### config.mk
export PLATFORM = sky130hd
export DESIGN_NAME = instruction_fetch_flat
export DESIGN_NICKNAME = d
export VERILOG_FILES = /design/src/rtl/riscv_pkg.sv /design/src/rtl/instruction_fetch_if.sv /design/src/rtl/instruction_fetch_buffer.sv /design/src/rtl/instruction_fetch.sv /design/src/flat_wrapper.sv
export SDC_FILE = /design/constraint.sdc
export NUM_CORES = 1
export LEC_CHECK = 0
export CORE_ASPECT_RATIO = 1.75
export CORE_MARGIN = 5
export CORE_UTILIZATION = 38
export CTS_CLUSTER_SIZE = 14
export DETAILED_ROUTE_END_ITERATION = 8
export GPL_ROUTABILITY_DRIVEN = 0
export HOLD_SLACK_MARGIN = 0.08
export PLACE_DENSITY = 0.78
export SLEW_MARGIN = 20
export SYNTH_ARGS = -nofsm -noshare
export SYNTH_HDL_FRONTEND = slang
export SYNTH_SLANG_ARGS = --single-unit
### constraint.sdc
create_clock -name clk -period 4.3 [get_ports clk]
set_input_delay 1.29 -clock clk [delete_from_list [all_inputs] [get_ports clk]]
set_output_delay 1.29 -clock clk [all_outputs]
set_load 0.005 [all_outputs]
### src/rtl/riscv_pkg.sv
// Shared fetch-stage definitions: FSM state encoding, the canonical NOP and
// the fetch alignment granularity.
package riscv_pkg;

  typedef enum logic [1:0] {
    IDLE = 2'd0,
    REQ  = 2'd1,
    WAIT = 2'd2,
    FULL = 2'd3
  } ifetch_state_t;

  localparam logic [31:0] INSTR_NOP         = 32'h0000_0013;
  localparam int          IFETCH_ALIGN_BITS = 2;

endpackage

### src/rtl/instruction_fetch_if.sv
// Instruction-memory request/response and decode-side handshake bundle.
// master = fetch stage, slave = memory plus decode.
interface instruction_fetch_if #(
  parameter int ADDR_W  = 64,
  parameter int INSTR_W = 32
);

  logic               imem_req_valid;
  logic               imem_req_ready;
  logic [ADDR_W-1:0]  imem_req_addr;
  logic               imem_resp_valid;
  logic [INSTR_W-1:0] imem_resp_data;
  logic               if_valid;
  logic               if_ready;
  logic [INSTR_W-1:0] if_instr;
  logic [ADDR_W-1:0]  if_pc;
  logic               if_fault;

  modport master (
    output imem_req_valid, imem_req_addr,
    input  imem_req_ready, imem_resp_valid, imem_resp_data,
    output if_valid, if_instr, if_pc, if_fault,
    input  if_ready
  );

  modport slave (
    input  imem_req_valid, imem_req_addr,
    output imem_req_ready, imem_resp_valid, imem_resp_data,
    input  if_valid, if_instr, if_pc, if_fault,
    output if_ready
  );

endinterface

### src/rtl/instruction_fetch_buffer.sv
// fetch_buffer: one-entry holding register for the instruction, its PC and
// fault flag presented to decode. PC and instruction load at different times.
module fetch_buffer
  import riscv_pkg::*;
#(
  parameter int ADDR_W  = 64,
  parameter int INSTR_W = 32
) (
  input  logic               clk,
  input  logic               rst,
  input  logic               pc_load_i,
  input  logic [ADDR_W-1:0]  pc_i,
  input  logic               instr_load_i,
  input  logic [INSTR_W-1:0] instr_i,
  input  logic               fault_i,
  input  logic               clear_i,
  output logic               valid_o,
  output logic [INSTR_W-1:0] instr_o,
  output logic [ADDR_W-1:0]  pc_o,
  output logic               fault_o
);

  logic               valid_q;
  logic [INSTR_W-1:0] instr_q;
  logic [ADDR_W-1:0]  pc_q;
  logic               fault_q;

  // NOTE: sequential state uses non-blocking assignments so every register
  // samples pre-edge values regardless of statement order.
  always_ff @(posedge clk or posedge rst) begin
    if (rst) begin
      valid_q <= 1'b0;
      instr_q <= INSTR_W'(INSTR_NOP);
      pc_q    <= '0;
      fault_q <= 1'b0;
    end else begin
      if (pc_load_i) pc_q <= pc_i;
      if (instr_load_i) begin
        instr_q <= instr_i;
        fault_q <= fault_i;
      end
      // A load always wins over a clear; the FSM never requests both at once.
      if (instr_load_i)  valid_q <= 1'b1;
      else if (clear_i)  valid_q <= 1'b0;
    end
  end

  assign valid_o = valid_q;
  assign instr_o = instr_q;
  assign pc_o    = pc_q;
  assign fault_o = fault_q;

endmodule

### src/rtl/instruction_fetch.sv
// Fetch stage: one outstanding imem request, one-entry output buffer to decode.
// Optional misaligned-PC trap enabled by defining IFETCH_MISALIGN_CHECK_EN.
module instruction_fetch
  import riscv_pkg::*;
#(
  parameter int ADDR_W  = 64,
  parameter int INSTR_W = 32
) (
  input  logic              clk,
  input  logic              rst,
  input  logic [ADDR_W-1:0] pc,
  output logic              pc_advance,
  input  logic              flush,
  instruction_fetch_if.master bus
);

  ifetch_state_t state_q;
  logic          req_valid_q;
  logic          drop_q;

  logic misaligned;
  logic take_misalign;
  logic req_fire;
  logic resp_take;
  logic buf_clear;

`ifdef IFETCH_MISALIGN_CHECK_EN
  assign misaligned = (state_q == REQ) && (pc[IFETCH_ALIGN_BITS-1:0] != '0);
`else
  assign misaligned = 1'b0;
`endif

  // A redirect in the detecting cycle keeps us in REQ on the new PC instead.
  assign take_misalign = misaligned & ~flush;

  assign bus.imem_req_valid = req_valid_q & ~misaligned;
  assign bus.imem_req_addr  = (state_q == REQ)
                              ? {pc[ADDR_W-1:IFETCH_ALIGN_BITS], {IFETCH_ALIGN_BITS{1'b0}}}
                              : '0;

  assign req_fire  = bus.imem_req_valid & bus.imem_req_ready;
  assign resp_take = (state_q == WAIT) & bus.imem_resp_valid & ~drop_q & ~flush;
  assign buf_clear = (state_q == FULL) & (flush | bus.if_ready);

  assign pc_advance = resp_take | take_misalign;

  always_ff @(posedge clk or posedge rst) begin
    if (rst) begin
      state_q     <= IDLE;
      req_valid_q <= 1'b0;
      drop_q      <= 1'b0;
    end else begin
      case (state_q)
        IDLE: begin
          state_q     <= REQ;
          req_valid_q <= 1'b1;
        end
        REQ: begin
          if (take_misalign) begin
            state_q     <= FULL;
            req_valid_q <= 1'b0;
          end else if (req_fire) begin
            // An accepted request is outstanding even if flushed this cycle.
            state_q     <= WAIT;
            req_valid_q <= 1'b0;
            drop_q      <= flush;
          end
        end
        WAIT: begin
          if (bus.imem_resp_valid) begin
            if (drop_q | flush) begin
              state_q     <= REQ;
              req_valid_q <= 1'b1;
              drop_q      <= 1'b0;
            end else begin
              state_q <= FULL;
            end
          end else if (flush) begin
            drop_q <= 1'b1;
          end
        end
        FULL: begin
          if (flush | bus.if_ready) begin
            state_q     <= REQ;
            req_valid_q <= 1'b1;
          end
        end
        default: begin
          state_q     <= IDLE;
          req_valid_q <= 1'b0;
          drop_q      <= 1'b0;
        end
      endcase
    end
  end

  fetch_buffer #(
    .ADDR_W  (ADDR_W),
    .INSTR_W (INSTR_W)
  ) u_buf (
    .clk          (clk),
    .rst          (rst),
    .pc_load_i    (req_fire | take_misalign),
    .pc_i         (pc),
    .instr_load_i (resp_take | take_misalign),
    .instr_i      (take_misalign ? INSTR_W'(INSTR_NOP) : bus.imem_resp_data),
    .fault_i      (take_misalign),
    .clear_i      (buf_clear),
    .valid_o      (bus.if_valid),
    .instr_o      (bus.if_instr),
    .pc_o         (bus.if_pc),
    .fault_o      (bus.if_fault)
  );

endmodule

### src/flat_wrapper.sv
// flat-port wrapper written by rule: the top's interface ports become plain ports
module instruction_fetch_flat import riscv_pkg::*;
#(
  parameter int ADDR_W  = 64,
  parameter int INSTR_W = 32
)
  (clk, rst, pc, pc_advance, flush, bus_imem_req_valid, bus_imem_req_addr, bus_imem_req_ready, bus_imem_resp_valid, bus_imem_resp_data, bus_if_valid, bus_if_instr, bus_if_pc, bus_if_fault, bus_if_ready);
  instruction_fetch_if #(.ADDR_W(ADDR_W), .INSTR_W(INSTR_W)) bus_i ();
  input  logic clk;
  input  logic rst;
  input  logic [ADDR_W-1:0] pc;
  output logic pc_advance;
  input  logic flush;
  output wire logic [$bits(bus_i.imem_req_valid)-1:0] bus_imem_req_valid;
  output wire logic [$bits(bus_i.imem_req_addr)-1:0] bus_imem_req_addr;
  input wire logic [$bits(bus_i.imem_req_ready)-1:0] bus_imem_req_ready;
  input wire logic [$bits(bus_i.imem_resp_valid)-1:0] bus_imem_resp_valid;
  input wire logic [$bits(bus_i.imem_resp_data)-1:0] bus_imem_resp_data;
  output wire logic [$bits(bus_i.if_valid)-1:0] bus_if_valid;
  output wire logic [$bits(bus_i.if_instr)-1:0] bus_if_instr;
  output wire logic [$bits(bus_i.if_pc)-1:0] bus_if_pc;
  output wire logic [$bits(bus_i.if_fault)-1:0] bus_if_fault;
  input wire logic [$bits(bus_i.if_ready)-1:0] bus_if_ready;
  assign bus_imem_req_valid = bus_i.imem_req_valid;
  assign bus_imem_req_addr = bus_i.imem_req_addr;
  assign bus_i.imem_req_ready = bus_imem_req_ready;
  assign bus_i.imem_resp_valid = bus_imem_resp_valid;
  assign bus_i.imem_resp_data = bus_imem_resp_data;
  assign bus_if_valid = bus_i.if_valid;
  assign bus_if_instr = bus_i.if_instr;
  assign bus_if_pc = bus_i.if_pc;
  assign bus_if_fault = bus_i.if_fault;
  assign bus_i.if_ready = bus_if_ready;
  instruction_fetch #(.ADDR_W(ADDR_W), .INSTR_W(INSTR_W)) u_core (.clk(clk), .rst(rst), .pc(pc), .pc_advance(pc_advance), .flush(flush), .bus(bus_i));
endmodule
---- After elaboration in Yosys (flattened, before gate mapping) ----
Cells that the tools add are included.
word-level totals
  register bits ........................... 101
  logic and storage cells ................. 48
operators by class
  equality and inequality tests ........... 9
  multiplexer cells ....................... 18
  bitwise gates (word level) .............. 9
  reduce and logical (&&, ||, !) cells .... 6
operators with widths
  operator              count
  $mux W64              1
  $mux W1               10
  $mux W2               4
  $pmux W2 S4           1
  $reduce_and A4 Y1     2
  $ne A2 B2 Y1 const B  3
  $ne A3 B3 Y1 const B  2
  $and A1 B1 Y1         5
  $eq A2 B2 Y1 const B  2
  $pmux W1 S4           1
  $reduce_bool A2 Y1    2
  $reduce_and A3 Y1     1
  $eq A2 B1 Y1 const B  1
  $logic_not A2 Y1      1
  $ne A2 B1 Y1 const B  1
  $not A1 Y1            2
  $or A1 B1 Y1          2
  $pmux W1 S2           1

---- Depth between registers and ports, before layout ----
  depth after elaboration ................. 5
  depth in mapped cells ................... 6

---- By module ----
Synthesis repeated with hierarchy kept, for this count alone.
second synthesis, totals
  cells, all modules ...................... 317
  area, all modules ....................... 4,739.5 um2
by module, submodules not included
  module             times used  cells each  area each (um2)  seq. area each (um2)
  fetch_buffer       1           209         3,976.3          2,456.1
  instruction_fetch  1           108         763.2            100.1

---- Worst setup path after synthesis ----
No wires, ideal clock.
  kind .................................... input to output
  start ................................... input port flush
  end ..................................... output port pc_advance
  arrival ................................. 2.031 ns
  setup slack ............................. 0.979 ns
  cell stages on the path ................. 3
  path buffers ............................ 1
  path through ............................ or3b_4 nor2_8 buf_12
on the way
  word-level cells in the longest chain between the ends .. 2
RTL lines
  what             line                     source
  start, declared  flat_wrapper.sv:13       input logic flush;
  $not A1 Y1       instruction_fetch.sv:42  assign resp_take = (state_q == WAIT) & bus.imem_resp_valid & ~drop_q & ~flush;
  $and A1 B1 Y1    instruction_fetch.sv:42
  end, declared    flat_wrapper.sv:12       output logic pc_advance;
No other way between the ends.

---- Worst setup path in the final report ----
Ends and elaborated chain as after synthesis.

==> flow_summary.ini <==
[status]
status = completed

[worst_setup_path]
critical_path_peak_fanout = 3
worstPathRequired_ns = 3.01
start_kind = primary input
path_class = in2out
arrival_ns = 2.76
worstSetupEndpointType = primary output

[pwr]
seq_power_share = 0.333
power.leakage_nw = 3.19
powerDensity_mw_per_mm2 = 648
power_frac_comb = 0.494
fin_total_pwr_mw = 4.90
peakVddDrop_uv = 344
swShare = 0.273
power.internal_mw = 3.56
pwr-share-clk = 0.173
p_sw_mw = 1.34

[synthesis]
synth_top_cell_by_area = dfrtp_1
synth_warnings = 0
synthCells = 315
yosysUniqueCellTypes = 33
synth_seq_cells = 101
ys_seq_area_frac = 0.560
synth-main-ff-cell = dfrtp_1
syn_avg_cell_area_um2 = 14.3
synth_edf_count = 0
synth_top_area_share = 0.543
syn_area_mm2 = 0.00452
ys_top_cells_by_area = dfrtp_1 (54%), mux2_2 (17%), mux2_4 (9.3%)
async_reset_ff_frac = 1.00

[route]
firstDrtPassIters = 4
viasPerCell = 4.80
drtAntennaViolNets = 0
drt_iter0_drc = 59
post-route-drc-count = 0
drt-total-wl_mm = 13.4
routed-via-count = 3438
drt-wirelength-per-cell_um = 18.7

[final_layout]
multi_input_area_mm2 = 0.00184
finalNonFillerCells = 716
post_route_cells_drive_above_1_share = 0.224
regArea_mm2 = 0.00253
final_nets = 684
design_area_mm2 = 0.00757
n_fill_cell = 874
syn2layout_area_growth_pct = 67.4
num_antenna_cells = 0

[sta]
slew_headroom = 0.591
post-route-period-util = 0.943
rsz0062_at_grt = false
finalSetupTns_ns = 0
fin_ws_ns = 0.247
period_minus_slack_ns = 4.05
finalMaxSlewViolations = 0
clock.fmax_mhz = 247
setup_violations = 0
max_slew.worst_pin.slew_ns = 0.613
clock_skew_ns = 0.00706
hold_viol = 0

[min_path]
hp-class = reg2reg

[clock_tree]
cts_hold_buf = 0
numCtsBuffers = 9
clockBufferDepth = 2
cts.reportedPaths.clkPinSlew_ns = 0.06
cts-htree-levels = 3
clk_latency_ns = 0.34
cts_root_buffer = clkbuf_16
cts_tree = yes
post_cts_buffers = 0
post_cts_resized = 0
clock-sinks = 101

[floorplanning]
core_area_mm2 = 0.0116
dieArea_mm2 = 0.0143
core.rowCount = 52
ios = 266
initial_core_util = 0.388
die_w_um = 92.4
die_h_um = 154

[place]
io_buffers = 262
place_hpwl_mm = 10.6
pre_cts_ws_ns = 0.252
dpl.cell_count = 702
post_dp_cell_area_mm2 = 0.00725

[grt]
antenna_found_initial = 0
grt_pass1_wl_mm = 20.6
grt-ovfl-total = 0
grt_max_degree = 49
grt_use_total = 0.186
grt_pass1_vias = 3918

[flow_run]
maxCapViolCount = 0
[area by class of cell]
| cell class | instances | share of cell area |
|---|---|---|
| clock buffers | 10 | 0.0316 |
| clock inverters | 4 | 0.00976 |
| repair buffers | 270 | 0.356 |
| flip-flops and latches | 101 | 0.334 |
| well taps | 135 | 0.0223 |
| multi-input cells | 191 | 0.243 |
| inverters | 5 | 0.00281 |
[power by group through the flow]
| stage | Sequential (mW) | Combinational (mW) | Clock, mW |
|---|---|---|---|
| after detailed placement | 1.65 | 2.45 | 0 |
| after global routing | 1.70 | 2.59 | 0.915 |
| after floorplan | 1.66 | 0.856 | 0 |
| after global placement | 1.62 | 2.42 | 0 |
| final | 1.63 | 2.42 | 0.849 |
| after CTS | 1.64 | 2.47 | 0.876 |
[layer usage]
layer  routed length (um)  global-route usage  vias up
li1                     -                   -     1591
met1                 4690               0.194     1663
met2                 7210               0.338      165
met3                 1160              0.0676       19
met4                  315              0.0680        0
met5                    0                   0        -
[cells by family after synthesis]
logic type / Yosys count / synth area share
adder cells (fa/ha/maj): 4 / 0.0111
multiplexers: 96 / 0.262
AND/OR/NAND/NOR: 77 / 0.111
flip-flops: 101 / 0.560
buffers and inverters: 25 / 0.0360
AO/OA/AOI/OAI: 11 / 0.0188
other: 1 / 0.000830
[through the flow]
stage | hold slack [ns] | util
final | 0.477 | 0.650
after global routing | 0.514 | 0.650
after floorplan | 0.474 | -
after CTS | 0.480 | 0.650
after global placement | 0.462 | 0.623
after detailed placement | 0.466 | 0.623
[final timing paths]
path | from | to | slack, ns | cells past startpoint
worst max register to register | u_core.state_q[0]$_DFFE_PP0P_ | u_core.u_buf.instr_o[22]$_DFFE_PP0P_ | 2.05 | 6
worst min register to register | u_core.u_buf.valid_o$_DFFE_PP0P_ | u_core.u_buf.valid_o$_DFFE_PP0P_ | 0.48 | 1
worst min-delay path | u_core.u_buf.valid_o$_DFFE_PP0P_ | u_core.u_buf.valid_o$_DFFE_PP0P_ | 0.48 | 1
worst max-delay path | flush | pc_advance | 0.25 | 4
min in group asynchronous | rst | u_core.u_buf.pc_o[52]$_DFFE_PP0P_ | 1.38 | 2
max in group asynchronous | rst | u_core.u_buf.instr_o[27]$_DFFE_PP0P_ | 2.15 | 3
[synth_stat cells (3+ instances only)]
cell type,n
ha_1,4
mux2_4,28
dfstp_2,3
clkbuf_1,7
and2_1,62
buf_2,7
buf_4,3
mux2_2,68
buf_12,3
dfrtp_1,98
inv_1,5
[critical path: stages]
cell and delay (ns):
clkdlybuf4s50_1 0.42, or3b_4 0.43, nor2_8 0.09, clkdlybuf4s50_1 0.53
[sequential cells by signal, summed over array words and instances (netlist names)]
| name | flops |
|---|---|
| u_core.u_buf.instr_o | 32 |
| u_core.bus.imem_req_valid | 1 |
| u_core.drop_q | 1 |
| u_core.u_buf.valid_o | 1 |
| u_core.state_q | 2 |
| u_core.u_buf.pc_o | 64 |
[cells in the final DEF, fill, tap and decap left out, types with 2 or more instances in the layout]
cell type and count:
clkdlybuf4s50_1 262, nand4_1 2, bufinv_16 2, dfrtp_1 98, nor3_1 2, mux2_2 68, mux2_4 28, o21ai_0 2
a21o_1 2, ha_1 3, dfstp_2 3, inv_1 4, clkbuf_16 9, and2_1 62, buf_4 7, conb_1 3
No activity file was read; power rests on OpenSTA's default activity.
